**config.mk**
```make
export PLATFORM = sky130hd
export DESIGN_NAME = demux_rr_sched_flat
export DESIGN_NICKNAME = d
export VERILOG_FILES = /design/src/rtl/demux_rr_sched_if.sv /design/src/rtl/demux_rr_sched.sv /design/src/flat_wrapper.sv
export SDC_FILE = /design/constraint.sdc
export NUM_CORES = 1
export LEC_CHECK = 0
export BUFFER_PORTS_ARGS = -buffer_cell sky130_fd_sc_hd__buf_2
export CAP_MARGIN = 20
export CELL_PAD_IN_SITES_DETAIL_PLACEMENT = 2
export CELL_PAD_IN_SITES_GLOBAL_PLACEMENT = 2
export CORE_UTILIZATION = 35
export CTS_BUF_LIST = sky130_fd_sc_hd__clkbuf_8 sky130_fd_sc_hd__clkbuf_16
export CTS_CLUSTER_DIAMETER = 60
export CTS_CLUSTER_SIZE = 30
export DETAILED_ROUTE_END_ITERATION = 10
export PLACE_DENSITY_LB_ADDON = 0.05
export SKIP_CTS_REPAIR_TIMING = 1
export SYNTH_ARGS = -nofsm -noshare
export SYNTH_HDL_FRONTEND = slang
export SYNTH_SLANG_ARGS = --single-unit
```
**constraint.sdc**
```tcl
create_clock -name clk -period 2.45 [get_ports clk]
set_input_delay 0.49 -clock clk [delete_from_list [all_inputs] [get_ports clk]]
set_output_delay 0.49 -clock clk [all_outputs]
set_load 0.02 [all_outputs]
```
**src/rtl/demux_rr_sched_if.sv**
```systemverilog
// Handshake/bus bundle between the round-robin scheduler and its requesters
// plus the downstream 1:4 demux (select lines and data input).
interface demux_rr_sched_if;
    logic [3:0] req;
    logic       data_in;
    logic       S2;
    logic       S1;
    logic       A;
    logic [3:0] grant;
    logic       busy;
    logic       done;

    modport master (
        output req, data_in,
        input  S2, S1, A, grant, busy, done
    );

    modport slave (
        input  req, data_in,
        output S2, S1, A, grant, busy, done
    );
endinterface

```
**src/rtl/demux_rr_sched.sv**
```systemverilog
// Round-robin scheduler driving a 1:4 demux. Grants one channel per burst and
// holds A low whenever the select lines could be moving.
module demux_rr_sched #(
    parameter int HOLD_CYCLES = 4,
    parameter int CNT_W       = 8
) (
    input logic             clk,
    input logic             rst_n,
    demux_rr_sched_if.slave bus
);
    typedef enum logic [1:0] {IDLE, SETTLE, ACTIVE, GAP} state_t;

    state_t           state;
    logic [CNT_W-1:0] cnt;
    logic [1:0]       ptr;
    logic [1:0]       gch;
    logic [1:0]       win;
    logic [1:0]       idx;
    logic             win_vld;
    logic             s2_q, s1_q, a_q, busy_q, done_q;
    logic [3:0]       grant_q;

    // Walk offsets from 3 down to 0 so the smallest offset from ptr wins.
    always_comb begin
        win     = ptr;
        win_vld = 1'b0;
        idx     = ptr;
        for (int i = 3; i >= 0; i--) begin
            idx = ptr + 2'(i);
            if (bus.req[idx]) begin
                win     = idx;
                win_vld = 1'b1;
            end
        end
    end

    always_ff @(posedge clk or negedge rst_n) begin
        if (!rst_n) begin
            state   <= IDLE;
            cnt     <= '0;
            ptr     <= 2'd0;
            gch     <= 2'd0;
            s2_q    <= 1'b0;
            s1_q    <= 1'b0;
            a_q     <= 1'b0;
            grant_q <= 4'b0000;
            busy_q  <= 1'b0;
            done_q  <= 1'b0;
        end else begin
            case (state)
                IDLE: begin
                    a_q <= 1'b0;
                    if (win_vld) begin
                        state        <= SETTLE;
                        {s2_q, s1_q} <= win;
                        gch          <= win;
                        busy_q       <= 1'b1;
                    end
                end
                SETTLE: begin
                    state   <= ACTIVE;
                    cnt     <= CNT_W'(HOLD_CYCLES);
                    grant_q <= 4'b0001 << gch;
                    a_q     <= bus.data_in;
                end
                ACTIVE: begin
                    // Burst ends on the last counted cycle or when the granted requester drops.
                    if (cnt == CNT_W'(1) || !bus.req[gch]) begin
                        state   <= GAP;
                        cnt     <= '0;
                        grant_q <= 4'b0000;
                        a_q     <= 1'b0;
                        done_q  <= 1'b1;
                        ptr     <= gch + 2'd1;
                    end else begin
                        cnt <= cnt - CNT_W'(1);
                        a_q <= bus.data_in;
                    end
                end
                GAP: begin
                    state  <= IDLE;
                    done_q <= 1'b0;
                    busy_q <= 1'b0;
                end
                default: state <= IDLE;
            endcase
        end
    end

    assign bus.S2    = s2_q;
    assign bus.S1    = s1_q;
    assign bus.A     = a_q;
    assign bus.grant = grant_q;
    assign bus.busy  = busy_q;
    assign bus.done  = done_q;
endmodule

```
**src/flat_wrapper.sv**
```systemverilog
// flat-port wrapper written by rule: the top's interface ports become plain ports
module demux_rr_sched_flat 
#(
    parameter int HOLD_CYCLES = 4,
    parameter int CNT_W       = 8
)
  (clk, rst_n, bus_req, bus_data_in, bus_S2, bus_S1, bus_A, bus_grant, bus_busy, bus_done);
  demux_rr_sched_if bus_i ();
  input logic clk;
  input logic rst_n;
  input wire logic [$bits(bus_i.req)-1:0] bus_req;
  input wire logic [$bits(bus_i.data_in)-1:0] bus_data_in;
  output wire logic [$bits(bus_i.S2)-1:0] bus_S2;
  output wire logic [$bits(bus_i.S1)-1:0] bus_S1;
  output wire logic [$bits(bus_i.A)-1:0] bus_A;
  output wire logic [$bits(bus_i.grant)-1:0] bus_grant;
  output wire logic [$bits(bus_i.busy)-1:0] bus_busy;
  output wire logic [$bits(bus_i.done)-1:0] bus_done;
  assign bus_i.req = bus_req;
  assign bus_i.data_in = bus_data_in;
  assign bus_S2 = bus_i.S2;
  assign bus_S1 = bus_i.S1;
  assign bus_A = bus_i.A;
  assign bus_grant = bus_i.grant;
  assign bus_busy = bus_i.busy;
  assign bus_done = bus_i.done;
  demux_rr_sched #(.HOLD_CYCLES(HOLD_CYCLES), .CNT_W(CNT_W)) u_core (.clk(clk), .rst_n(rst_n), .bus(bus_i));
endmodule
```
### Yosys cells after proc, flatten, opt, wreduce, memory -nomap -nowiden

Cells that the tools add are included.

| word-level totals | value |
|---|---|
| bits in registers | 23 |
| bits in latches | 0 |
| memory bits (writable) | 0 |
| memory bits (read-only) | 0 |
| bits of input ports | 7 |
| output and inout port bits | 9 |
| logic and storage cells | 71 |
| memories kept | 0 |

| operators by class | value |
|---|---|
| $add $sub $neg | 5 |
| $mul | 0 |
| divide/modulo/power cells | 0 |
| order comparisons | 5 |
| eq/ne operators | 6 |
| shift-type cells | 1 |
| mux-type cells | 31 |
| bitwise operators | 0 |
| reduce and logical (&&, ||, !) cells | 13 |

Operators with widths:

| kind | number |
|---|---|
| case mux 8 bit (2 select lines) | 1 |
| < comparator 2 x 3 -> 1 bit, second input constant | 5 |
| two-way mux 1 bit | 12 |
| two-way mux 2 bit | 6 |
| AND reduction 2 bit | 6 |
| binary-select mux 1 bit (select 2 bit) | 5 |
| == test 8 x 1 -> 1 bit, second input constant | 1 |
| two-way mux 8 bit | 1 |
| case mux 2 bit (4 select lines) | 1 |
| case mux 4 bit (2 select lines) | 1 |
| subtractor 8 x 1 -> 8 bit, second input constant | 1 |
| nonzero test 2 bit | 3 |
| adder 2 x 1 -> 2 bit, second input constant | 2 |
| adder 2 bit, second input constant | 2 |
| == test 2 bit, second input constant | 2 |
| two-way mux 4 bit | 1 |
| inequality test 2 x 1 -> 1 bit, second input constant | 2 |
| case mux 1 bit (2 select lines) | 2 |
| left shift 1 x 2 -> 4 bit, first input constant | 1 |
| case mux 1 bit (3 select lines) | 1 |
| nonzero test 3 bit | 1 |
| == test 2 x 1 -> 1 bit, second input constant | 1 |
| logical NOT 2 bit | 1 |
| logical NOT 1 bit | 1 |
| logical OR 1 bit | 1 |

### Longest topological paths before layout

| depth | value |
|---|---|
| depth after elaboration | 9 |
| depth in mapped cells | 6 |
| mapped depth without buffers | 6 |

### Worst setup path after synthesis

Ideal clock, no wire load.

| path | value |
|---|---|
| path type | flip-flop to flip-flop |
| start | register u_core.cnt[1] |
| end | register u_core.grant_q[0] (netlist: u_core.bus.grant[0]) |
| setup time | 0.121 ns |
| arrival | 1.663 ns |
| data required time | 2.329 ns |
| slack | 0.666 ns |
| stages on the path, launching flop included | 7 |
| path buffers | 0 |
| clock period less this slack | 1.784 ns |
| cells stage by stage | dfrtp_1 > inv_1 > ha_1 > or3b_2 > o211ai_4 > nand2_1 > a22o_1 |

| on the way | value |
|---|---|
| longest elaborated chain between the ends | 4 |

RTL lines:

| element | RTL line | source |
|---|---|---|
| from (decl) | demux_rr_sched.sv:14 | `logic [CNT_W-1:0] cnt;` |
| from (signal assigned) | demux_rr_sched.sv:62 | `cnt <= CNT_W'(HOLD_CYCLES);` |
| from (signal assigned) | demux_rr_sched.sv:76 | `cnt <= cnt - CNT_W'(1);` |
| == test 8 x 1 -> 1 bit | demux_rr_sched.sv:68 | `if (cnt == CNT_W'(1) \|\| !bus.req[gch]) begin` |
| logical OR 1 bit | demux_rr_sched.sv:68 |  |
| inequality test 2 x 1 -> 1 bit (no source line) | - |  |
| AND reduction 2 bit (no source line) | - |  |
| to (signal assigned) | demux_rr_sched.sv:63 | `grant_q <= 4'b0001 << gch;` |
| to (decl) | demux_rr_sched.sv:21 | `logic [3:0] grant_q;` |

No other way between the ends.
A chain may end at the register's enable or synchronous reset.

### Final worst setup path

| path | value |
|---|---|
| start | register u_core.cnt[1] |
| end | register u_core.grant_q[3] (netlist: u_core.bus.grant[3]) |

Same word-level chain as after synthesis.

==> results.toml <==
[synth]
synth_flop_cell = "dfrtp_1"
yosysSeqAreaShare_pct = 43.8
synth_area_leaders = "dfrtp_1 (44%), ha_1 (11%), a22o_1 (4.4%), nand2_1 (3.4%), o21ai_0 (3.3%)"
synth_cell_types = 30
synth-edff-count = 0
synth_fp_nets = 136
ys_seq_elements = 21
synth.avg_cell_area_um2 = 10.2
async_reset_ff_share_pct = 100
netlist_area_mm2 = 0.00120
yosysTopAreaCellShare_pct = 43.8
synth-warning-count = 0
yosys.area.top_type = "dfrtp_1"
syn_inst = 118

[placed_design]
finalWeightedCongestion = 0.792
dp_hpwl_um = 2190
port_buffers = 15
place_ws_ps = 416

[routing]
routedWlPerCell_um = 15.6
highest_layer = "met4"
dr.pass1.iters = 2
drt_iter0_drc = 28
drc_errors = 0
m1WireLength_um = 1310
dr_wl_met3_um = 53
num_vias = 954
ant_nets = 0
finalWirelength_um = 2820
wl_met2_um = 1430
vias_per_cell = 5.27

[cells_and_area]
layout_commonest_cell = "dfrtp_1"
drive_gt1_share_pct = 19.0
syn_to_final_growth_pct = 14.9
postLayoutCoreUtil_pct = 43.7
diodes = 0
nets = 156
final_cell_mix = "dfrtp_1 (21), buf_2 (15), inv_1 (11), nand2_1 (11), ha_1 (11)"
fillers = 357

[die]
core_region_area_mm2 = 0.00315
row_count = 20
die_y_um = 60.5
die-area_mm2 = 0.00366
die_x_um = 60.5
initial_core_util_pct = 38.0
ios = 16

[sta]
worst_pin_slew_ps = 657
hold_viol_final = 0
setup_violations = 0
period_needed_ps = 2040
slew_headroom_pct = 55.6
layout_setup_ws_ps = 408
rsz0062_at_grt = "false"
fin_tns_setup_ps = 0
whs_ps = 180
period_share_pct = 83.3
fmax_ghz = 0.490
report.final.slew_viol_count = 0
fin_skew_ps = 1.69

[cts]
clkTransAtPathRegs_ps = 80
cts_max_path_buffers = 2
clkSinkCount = 21
root_buffer = "clkbuf_8"
clk_latency_ps = 260
cts_tree = "done"
htree_levels = 1
cts_buffers = 3

[global_routing]
grt_pass1_vias = 1040
antenna_found_initial = 0
grt_pass1_wl_um = 4770
grt_overflow = 0
grt_max_degree = 22
grt.total_usage_pct = 17.7

[power_and_ir_drop]
internal-power_w = 0.00108
combPwrFrac_pct = 55.9
p_sw_share_pct = 45.5
ir_worst_vdd_mv = 0.500
power.density_mw_per_mm2 = 1440
power_switching_w = 0.000901
p_total_w = 0.00198
p_seq_share_pct = 32.7
leakage_nw = 0.677
power_frac_clock_pct = 11.4

[setup_path]
required_ps = 2600
cp.arrival_ps = 2190
start_kind = "flip-flop"
endpoint_kind = "flip-flop"
worstPathMaxFanout = 10
criticalPathCategory = "flip-flop to flip-flop"
rrSetupSlack_ps = 410

[run_status]
status = "complete, no violations"

[run]
drv_cap = 0

[worst_hold_path]
min_path_type = "input port to asynchronous set/reset pin"
registers in the layout (all words and copies together) (netlist names):
signal / flops
u_core.cnt: 8
u_core.state: 2
u_core.bus.busy: 1
u_core.bus.done: 1
u_core.bus.A: 1
u_core.ptr: 2
u_core.gch: 2
u_core.bus.grant: 4
cells in the mapped netlist, types with 3 or more instances:
cell type,count
o22ai_1,3
a21oi_1,5
inv_1,10
nand2b_1,4
dfrtp_1,21
nor2_1,9
a22o_1,6
nand2_1,11
ha_1,11
nor2b_1,6
o21ai_0,8
layer usage:
layer,vias to the layer above,track usage (%)
met5,-,0
met4,0,4.87
met3,2,1.92
met2,10,31.9
met1,493,22.5
li1,449,-
power groups by stage:
stage | combinational [W] | clock (W) | sequential (W)
after CTS | 0.00113 | 0.000236 | 0.000650
after detailed placement | 0.00111 | 0 | 0.000656
after global routing | 0.00124 | 0.000253 | 0.000677
after global placement | 0.00105 | 0 | 0.000644
final | 0.00111 | 0.000226 | 0.000648
after floorplan | 0.000748 | 0 | 0.000691
final timing paths:
path | from | end | cells after the start
max | u_core.cnt[1] | u_core.bus.grant[3] | 6
min reg2reg | u_core.bus.A | u_core.bus.A | 2
min | rst_n | u_core.cnt[4] | 1
max reg2reg | u_core.cnt[1] | u_core.bus.grant[3] | 6
min in group clk | bus_data_in | u_core.bus.A | 3
max in group asynchronous | rst_n | u_core.state[0] | 1
worst max-delay path: stages, from the launching register on:
cell and delay, ps:
dfrtp_1 380, inv_1 120, ha_1 160, or3b_2 490, o211ai_4 330, nand2_1 190
a22o_1 270
layout make-up:
class	count	area (um^2)	share of cell area, %
multi-input cells	86	632	45.9
flip-flops and latches	21	526	38.1
repair buffers	16	82.6	5.99
well taps	44	55.1	4.00
clock buffers	3	41.3	3.00
inverters	10	37.5	2.72
clock inverters	1	3.75	0.272
through the flow:
step,instance area (um^2),std cells
floorplan,1200,118
global placement,1330,177
detailed placement,1330,177
CTS,1380,181
global route,1380,181
finish,1380,181
logic make-up after synthesis:
| logic type | synth area share (%) |
|---|---|
| buffers and inverters | 3.44 |
| adders and majority gates | 11.5 |
| DFF | 43.8 |
| AOI/OAI and AO/OA | 16.8 |
| and+or+nand+nor | 16.8 |
| xor gates and xnor gates | 2.19 |
| muxes | 5.43 |
Power figures use the tool's default switching activity.
